[src/rtl/kernel_dispatch_top.sv]
// kernel_dispatch_top: NUM_CH kernel start/ready channels behind a job/result stream.
// Optional per-channel watchdog is compiled in with `define ACCEL_TIMEOUT_EN.
module kernel_dispatch_top #(
    parameter int NUM_CH      = 2,
    parameter int RET_W       = 32,
    parameter int DEPTH       = 8,
    parameter int CNT_W       = 32,
    parameter int TIMEOUT_CYC = 1000000,
    parameter int CH_W        = (NUM_CH > 1) ? $clog2(NUM_CH) : 1
) (
    input  logic                    clk,
    input  logic                    reset,
    input  logic                    job_valid,
    output logic                    job_ready,
    output logic                    res_valid,
    input  logic                    res_ready,
    output logic [RET_W-1:0]        res_ret,
    output logic [CH_W-1:0]         res_ch,
    output logic [CNT_W-1:0]        res_cycles,
    output logic                    res_err,
    output logic                    busy,
    output logic [NUM_CH-1:0]       k_start,
    input  logic [NUM_CH-1:0]       k_ready,
    input  logic [NUM_CH*RET_W-1:0] k_ret
);

    localparam int AW = (DEPTH > 1) ? $clog2(DEPTH) : 1;
    localparam int CW = $clog2(DEPTH + 1);
    localparam int OW = $clog2(DEPTH + NUM_CH + 1);
    localparam logic [CNT_W-1:0] TO_LIM = CNT_W'(TIMEOUT_CYC);

    typedef enum logic [1:0] {
        S_IDLE,
        S_START,
        S_RUN,
        S_DONE
    } ch_state_e;

    ch_state_e        st_q  [NUM_CH];
    ch_state_e        st_d  [NUM_CH];
    logic [CNT_W-1:0] cnt_q [NUM_CH];
    logic [CNT_W-1:0] cnt_d [NUM_CH];
    logic [RET_W-1:0] ret_q [NUM_CH];
    logic [RET_W-1:0] ret_d [NUM_CH];
    logic             err_q [NUM_CH];
    logic             err_d [NUM_CH];
    logic             run_q;

    logic [RET_W-1:0] fret_q [DEPTH];
    logic [CH_W-1:0]  fch_q  [DEPTH];
    logic [CNT_W-1:0] fcyc_q [DEPTH];
    logic             ferr_q [DEPTH];
    logic [AW-1:0]    wr_q;
    logic [AW-1:0]    wr_d;
    logic [AW-1:0]    rd_q;
    logic [AW-1:0]    rd_d;
    logic [CW-1:0]    count_q;
    logic [CW-1:0]    count_d;

    logic             any_idle;
    logic             any_done;
    logic [CH_W-1:0]  idle_sel;
    logic [CH_W-1:0]  done_sel;
    logic [OW-1:0]    active;
    logic [OW-1:0]    occ;
    logic             accept;
    logic             push;
    logic             pop;

    function automatic logic [AW-1:0] ptr_inc(input logic [AW-1:0] p);
        return (p == AW'(DEPTH - 1)) ? '0 : p + AW'(1);
    endfunction

    // Downward scan leaves the lowest matching index selected.
    always_comb begin
        any_idle = 1'b0;
        any_done = 1'b0;
        idle_sel = '0;
        done_sel = '0;
        active   = '0;
        for (int i = NUM_CH - 1; i >= 0; i--) begin
            if (st_q[i] == S_IDLE) begin
                any_idle = 1'b1;
                idle_sel = CH_W'(i);
            end
            if (st_q[i] == S_DONE) begin
                any_done = 1'b1;
                done_sel = CH_W'(i);
            end
            if (st_q[i] != S_IDLE) begin
                active = active + OW'(1);
            end
        end
    end

    // Busy channels hold a reserved FIFO slot, so a DONE entry always fits.
    assign occ       = OW'(count_q) + active;
    assign job_ready = run_q && any_idle && (occ < OW'(DEPTH));
    assign accept    = job_valid && job_ready;
    assign push      = any_done;
    assign res_valid = (count_q != '0);
    assign pop       = res_valid && res_ready;
    assign busy      = (active != '0) || res_valid;

    always_comb begin
        for (int i = 0; i < NUM_CH; i++) begin
            k_start[i] = (st_q[i] == S_START);
        end
    end

    always_comb begin
        for (int i = 0; i < NUM_CH; i++) begin
            st_d[i]  = st_q[i];
            cnt_d[i] = cnt_q[i];
            ret_d[i] = ret_q[i];
            err_d[i] = err_q[i];
            unique case (st_q[i])
                S_IDLE: begin
                    if (accept && (idle_sel == CH_W'(i))) begin
                        st_d[i]  = S_START;
                        cnt_d[i] = '0;
                        ret_d[i] = '0;
                        err_d[i] = 1'b0;
                    end
                end
                S_START: begin
                    st_d[i]  = S_RUN;
                    cnt_d[i] = CNT_W'(1);
                end
                S_RUN: begin
                    if (k_ready[i]) begin
                        st_d[i]  = S_DONE;
                        ret_d[i] = k_ret[i*RET_W +: RET_W];
                    end
`ifdef ACCEL_TIMEOUT_EN
                    else if (cnt_q[i] == TO_LIM) begin
                        st_d[i]  = S_DONE;
                        ret_d[i] = '0;
                        err_d[i] = 1'b1;
                    end
`endif
                    else if (cnt_q[i] != '1) begin
                        cnt_d[i] = cnt_q[i] + CNT_W'(1);
                    end
                end
                S_DONE: begin
                    if (push && (done_sel == CH_W'(i))) begin
                        st_d[i] = S_IDLE;
                    end
                end
                default: st_d[i] = S_IDLE;
            endcase
        end
    end

    always_ff @(posedge clk or negedge reset) begin
        if (!reset) begin
            run_q <= 1'b0;
            for (int i = 0; i < NUM_CH; i++) begin
                st_q[i]  <= S_IDLE;
                cnt_q[i] <= '0;
                ret_q[i] <= '0;
                err_q[i] <= 1'b0;
            end
        end else begin
            run_q <= 1'b1;
            for (int i = 0; i < NUM_CH; i++) begin
                st_q[i]  <= st_d[i];
                cnt_q[i] <= cnt_d[i];
                ret_q[i] <= ret_d[i];
                err_q[i] <= err_d[i];
            end
        end
    end

    always_comb begin
        wr_d    = wr_q;
        rd_d    = rd_q;
        count_d = count_q;
        if (push) begin
            wr_d = ptr_inc(wr_q);
        end
        if (pop) begin
            rd_d = ptr_inc(rd_q);
        end
        unique case ({push, pop})
            2'b10:   count_d = count_q + CW'(1);
            2'b01:   count_d = count_q - CW'(1);
            default: count_d = count_q;
        endcase
    end

    always_ff @(posedge clk or negedge reset) begin
        if (!reset) begin
            wr_q    <= '0;
            rd_q    <= '0;
            count_q <= '0;
            for (int j = 0; j < DEPTH; j++) begin
                fret_q[j] <= '0;
                fch_q[j]  <= '0;
                fcyc_q[j] <= '0;
                ferr_q[j] <= 1'b0;
            end
        end else begin
            wr_q    <= wr_d;
            rd_q    <= rd_d;
            count_q <= count_d;
            if (push) begin
                fret_q[wr_q] <= ret_q[done_sel];
                fch_q[wr_q]  <= done_sel;
                fcyc_q[wr_q] <= cnt_q[done_sel];
                ferr_q[wr_q] <= err_q[done_sel];
            end
        end
    end

    assign res_ret    = fret_q[rd_q];
    assign res_ch     = fch_q[rd_q];
    assign res_cycles = fcyc_q[rd_q];

`ifdef ACCEL_TIMEOUT_EN
    assign res_err = ferr_q[rd_q];
`else
    logic unused_to;
    logic unused_ferr;
    assign unused_to   = ^TO_LIM;
    assign unused_ferr = ferr_q[rd_q];
    assign res_err     = 1'b0;
`endif

endmodule

[config.mk]
export PLATFORM = sky130hd
export DESIGN_NAME = kernel_dispatch_top
export DESIGN_NICKNAME = d
export VERILOG_FILES = /design/src/rtl/kernel_dispatch_top.sv
export SDC_FILE = /design/constraint.sdc
export NUM_CORES = 1
export LEC_CHECK = 0
export BUFFER_PORTS_ARGS = -buffer_cell sky130_fd_sc_hd__buf_2
export CAP_MARGIN = 20
export CORE_ASPECT_RATIO = 1.25
export CORE_UTILIZATION = 56
export DETAILED_ROUTE_END_ITERATION = 10
export PLACE_DENSITY = 0.77
export SLEW_MARGIN = 0
export SYNTH_ARGS = -nofsm -noshare
export SYNTH_HDL_FRONTEND = slang
export SYNTH_SLANG_ARGS = --single-unit
[constraint.sdc]
create_clock -name clk -period 2.9 [get_ports clk]
set_input_delay 0.435 -clock clk [delete_from_list [all_inputs] [get_ports clk]]
set_output_delay 0.435 -clock clk [all_outputs]
set_load 0.01 [all_outputs]
==> results.py <==
metrics = {
    "status": {
        "outcome": "finished with violations",
        "violations": "negative setup slack",
    },
    "drt": {
        "wl_per_cell_microns": 23.4,
        "drc": 0,
        "drtPass1Iterations": 5,
        "vias": 23266,
        "avgViaCountPerCell": 6.52,
        "wirelength_mm": 83.4,
        "ant_nets": 0,
        "drt_iter0_drc": 2313,
    },
    "critical_path": {
        "path_cells": "inv_2 > ha_4 > nor2_4 > ha_4 > a31o_1 > and3b_1 > buf_6 > nor4b_4 > buf_2",
        "crit_type": "reg -> out",
        "arrival_ps": 2590,
        "slowest_stage": "dfrtp_1",
        "cp_top_family": "simple AND/OR/NAND/NOR gates",
        "cp.required_ps": 2470,
        "max_stage_delay_ps": 370,
        "crit_fanout": 3,
        "critPathLaunchType": "flop",
        "r2r_start": "st_q[1]$_DFFE_PN0P_",
        "ff2ff_path_depth": 11,
        "path_buf_inv": 3,
        "cp-end-kind": "primary output",
        "cp_common_cell": "ha_4",
        "reg2reg_slack_ps": -80,
        "r2r-end": "cnt_q[25]$_DFFE_PN0P_",
    },
    "clock_tree": {
        "cts_tree": "done",
        "cts_sinks": 663,
        "cts_root_buf": "clkbuf_16",
        "clock_path_buffers": 3,
        "h-tree-depth": 3,
        "worstSkewPairLatency_ps": 650,
        "clk_pin_slew_ps": 60,
        "cts_made_buffers": 67,
    },
    "global_routing": {
        "grt_max_degree": 101,
        "antenna_found_initial": 0,
        "grt_usage": 0.297,
        "grt_pass1_vias": 23214,
        "grt_overflow_total": 0,
        "grt_pass1_wl_mm": 126,
    },
    "floorplanning": {
        "pin_count": 141,
        "row_count": 94,
        "fp.dieW_microns": 209,
        "dieArea_sq_um": 54300,
        "core_sq_um": 52700,
        "initial_core_util": 0.567,
        "die_h_microns": 260,
    },
    "min_path": {
        "min_path_cells": 2,
        "worstHoldEndpoint": "ret_q[16]$_DFFE_PN0P_",
        "hold_path_class": "in -> reg",
        "worstHoldStart": "k_ret[48]",
    },
    "sta": {
        "finClkSkew_ps": 36.4,
        "slew_viol_final": 0,
        "setup-tns-final_ps": -834,
        "fmax_mhz": 331,
        "slew_headroom": 0.436,
        "worst_pin_slew_ps": 823,
        "holdWs_ps": 14.0,
        "finalSetupViolCount": 34,
        "period_share": 1.04,
        "fin_crit_ps": 3020,
        "rsz0062_at_grt": "true",
        "fin_ws_ps": -122,
        "finalHoldViolCount": 0,
    },
    "placement": {
        "io_buffers": 139,
        "gp_congestion": 0.894,
        "hpwlAfterDp_mm": 48.3,
        "placed_area_sq_um": 32100,
    },
    "synth": {
        "postSynthCellCount": 2692,
        "synth.most_common_cell": "dfrtp_1",
        "synthDistinctLibCells": 61,
        "synth_commonest_cells": "dfrtp_1, nor2_1, a21oi_1",
        "synth_edf_count": 0,
        "async_reset_ff_frac": 1.00,
        "yosys_warnings": 0,
        "synth_area_per_cell_sq_um": 11.1,
        "synthesis.nets": 2784,
        "yosys.area.top_type_share": 0.555,
        "ys_ff_latch": 663,
        "yosysSeqAreaShare": 0.555,
        "ys.flop_type": "dfrtp_1",
        "syn_area_sq_um": 29900,
        "yosys.area.top_type": "dfrtp_1",
        "synth_area_leaders": "dfrtp_1, mux4_2, a21oi_1",
    },
    "power_and_ir_drop": {
        "vdd_drop_max_mv": 0.696,
        "power_uw": 43100,
        "leakage_uw": 0.0157,
        "power-per-cell-area_nw_per_um2": 1210,
    },
    "cells_and_area": {
        "area_growth_pct": 19.4,
        "antennaDiodeCount": 0,
        "nets": 2938,
        "drive_gt1_frac": 0.234,
        "final_area_sq_um": 35700,
    },
    "run": {
        "maxCapViolCount": 0,
    },
}
==> worst max path at each step <==
stage	start	endpoint	slack, ps	cells after the start
floorplan	st_q[3]$_DFFE_PN0P_	cnt_q[25]$_DFFE_PN0P_	2	11
global placement	st_q[0]$_DFFE_PN0P_	cnt_q[25]$_DFFE_PN0P_	30	10
detailed placement	st_q[1]$_DFFE_PN0P_	cnt_q[25]$_DFFE_PN0P_	-50	10
CTS	st_q[1]$_DFFE_PN0P_	job_ready	-100	9
global route	st_q[2]$_DFFE_PN0P_	job_ready	-220	9
finish	st_q[1]$_DFFE_PN0P_	job_ready	-120	9
==> cell type report <==
| type | instances | area, sq um |
|---|---|---|
| Clock inverter | 27 | 335 |
| Timing Repair Buffer | 297 | 2970 |
| Tap cell | 672 | 841 |
| Fill cell | 3586 | 17000 |
| Sequential cell | 663 | 16600 |
| Clock buffer | 91 | 1860 |
| Inverter | 21 | 78.8 |
| Multi-Input combinational cell | 1796 | 13000 |
==> kinds of logic after synthesis <==
group	count (synthesis)	share of synthesized area
simple gates	727	0.103
fa+ha+maj	22	0.00946
compound gates	772	0.153
xor+xnor	4	0.00117
flops	663	0.555
buf+inv	233	0.0303
mux	269	0.148
other cells	2	0.000251
==> cells in the final DEF, fill, tap and decap left out, types with 7 or more instances in the layout <==
master | netlist | final
a22o_1 | 64 | 64
nand3_1 | 35 | 35
o41ai_2 | 6 | 17
a21oi_1 | 337 | 336
and2_1 | 9 | 9
o31ai_1 | 39 | 23
dfrtp_1 | 663 | 660
buf_16 | 0 | 9
nor2_1 | 352 | 350
clkinv_2 | 0 | 10
o41ai_1 | 34 | 16
nand4_1 | 9 | 9
buf_6 | 2 | 35
clkbuf_1 | 174 | 15
nand2_1 | 240 | 240
inv_1 | 21 | 17
buf_4 | 1 | 92
mux2_4 | 0 | 40
buf_12 | 0 | 36
nand2b_1 | 10 | 10
o31ai_2 | 0 | 14
clkbuf_16 | 0 | 79
mux4_2 | 130 | 130
mux2_2 | 74 | 34
mux2i_1 | 65 | 65
nor4_1 | 8 | 8
o41ai_4 | 0 | 7
nor3_1 | 15 | 13
and3_1 | 19 | 19
and4_1 | 7 | 7
a41oi_1 | 12 | 12
ha_1 | 21 | 17
buf_2 | 9 | 107
o21ai_0 | 221 | 221
a31oi_1 | 33 | 33
clkbuf_8 | 0 | 9
==> flip-flops by register name (all words and copies together) (netlist names) <==
name and cells:
fcyc_q 256, fret_q 256, run_q 1, fch_q 8, rd_q 3, count_q 4, cnt_q 64, wr_q 3
ret_q 64, st_q 4
==> worst register-to-register path, cell delays in order (launching register included) <==
cell and delay, ps:
dfrtp_1 370, inv_2 70, ha_4 170, nor2_4 120, ha_4 220, a31o_1 220
and3b_1 210, buf_4 140, o31a_1 290, or4_4 530, buf_12 200, o41ai_2 320
==> timing repair <==
action | CTS | global route
pin swaps | 6 | 0
endpoints found under the setup margin | 82 | 89
hold endpoints to repair | 27 | 0
resized for setup | 14 | 137
hold buffers | 2 | 0
buffers inserted | 7 | 7
cloned | 1 | 13
==> layer usage <==
| layer | vias to the layer above | GRT usage | wire [microns] |
|---|---|---|---|
| met1 | 11838 | 0.397 | 32500 |
| met3 | 228 | 0.0429 | 6160 |
| met4 | 0 | 0.126 | 3090 |
| met2 | 1156 | 0.491 | 41600 |
| li1 | 10044 | - | - |
| met5 | - | 0 | 0 |
==> power breakdown <==
group,switching [uW],internal [uW]
clock network,3780,4920
registers,2160,12700
logic,10100,9440
==> metrics by stage <==
stage | worst slack, ps | instances | utilization
floorplan | 2.03 | 2692 | -
global placement | 34.0 | 3419 | 0.610
detailed placement | -54.0 | 3419 | 0.610
CTS | -97.6 | 3547 | 0.655
global route | -220 | 3567 | 0.677
finish | -122 | 3567 | 0.677
Note: power is estimated with default switching activity, not from simulation.
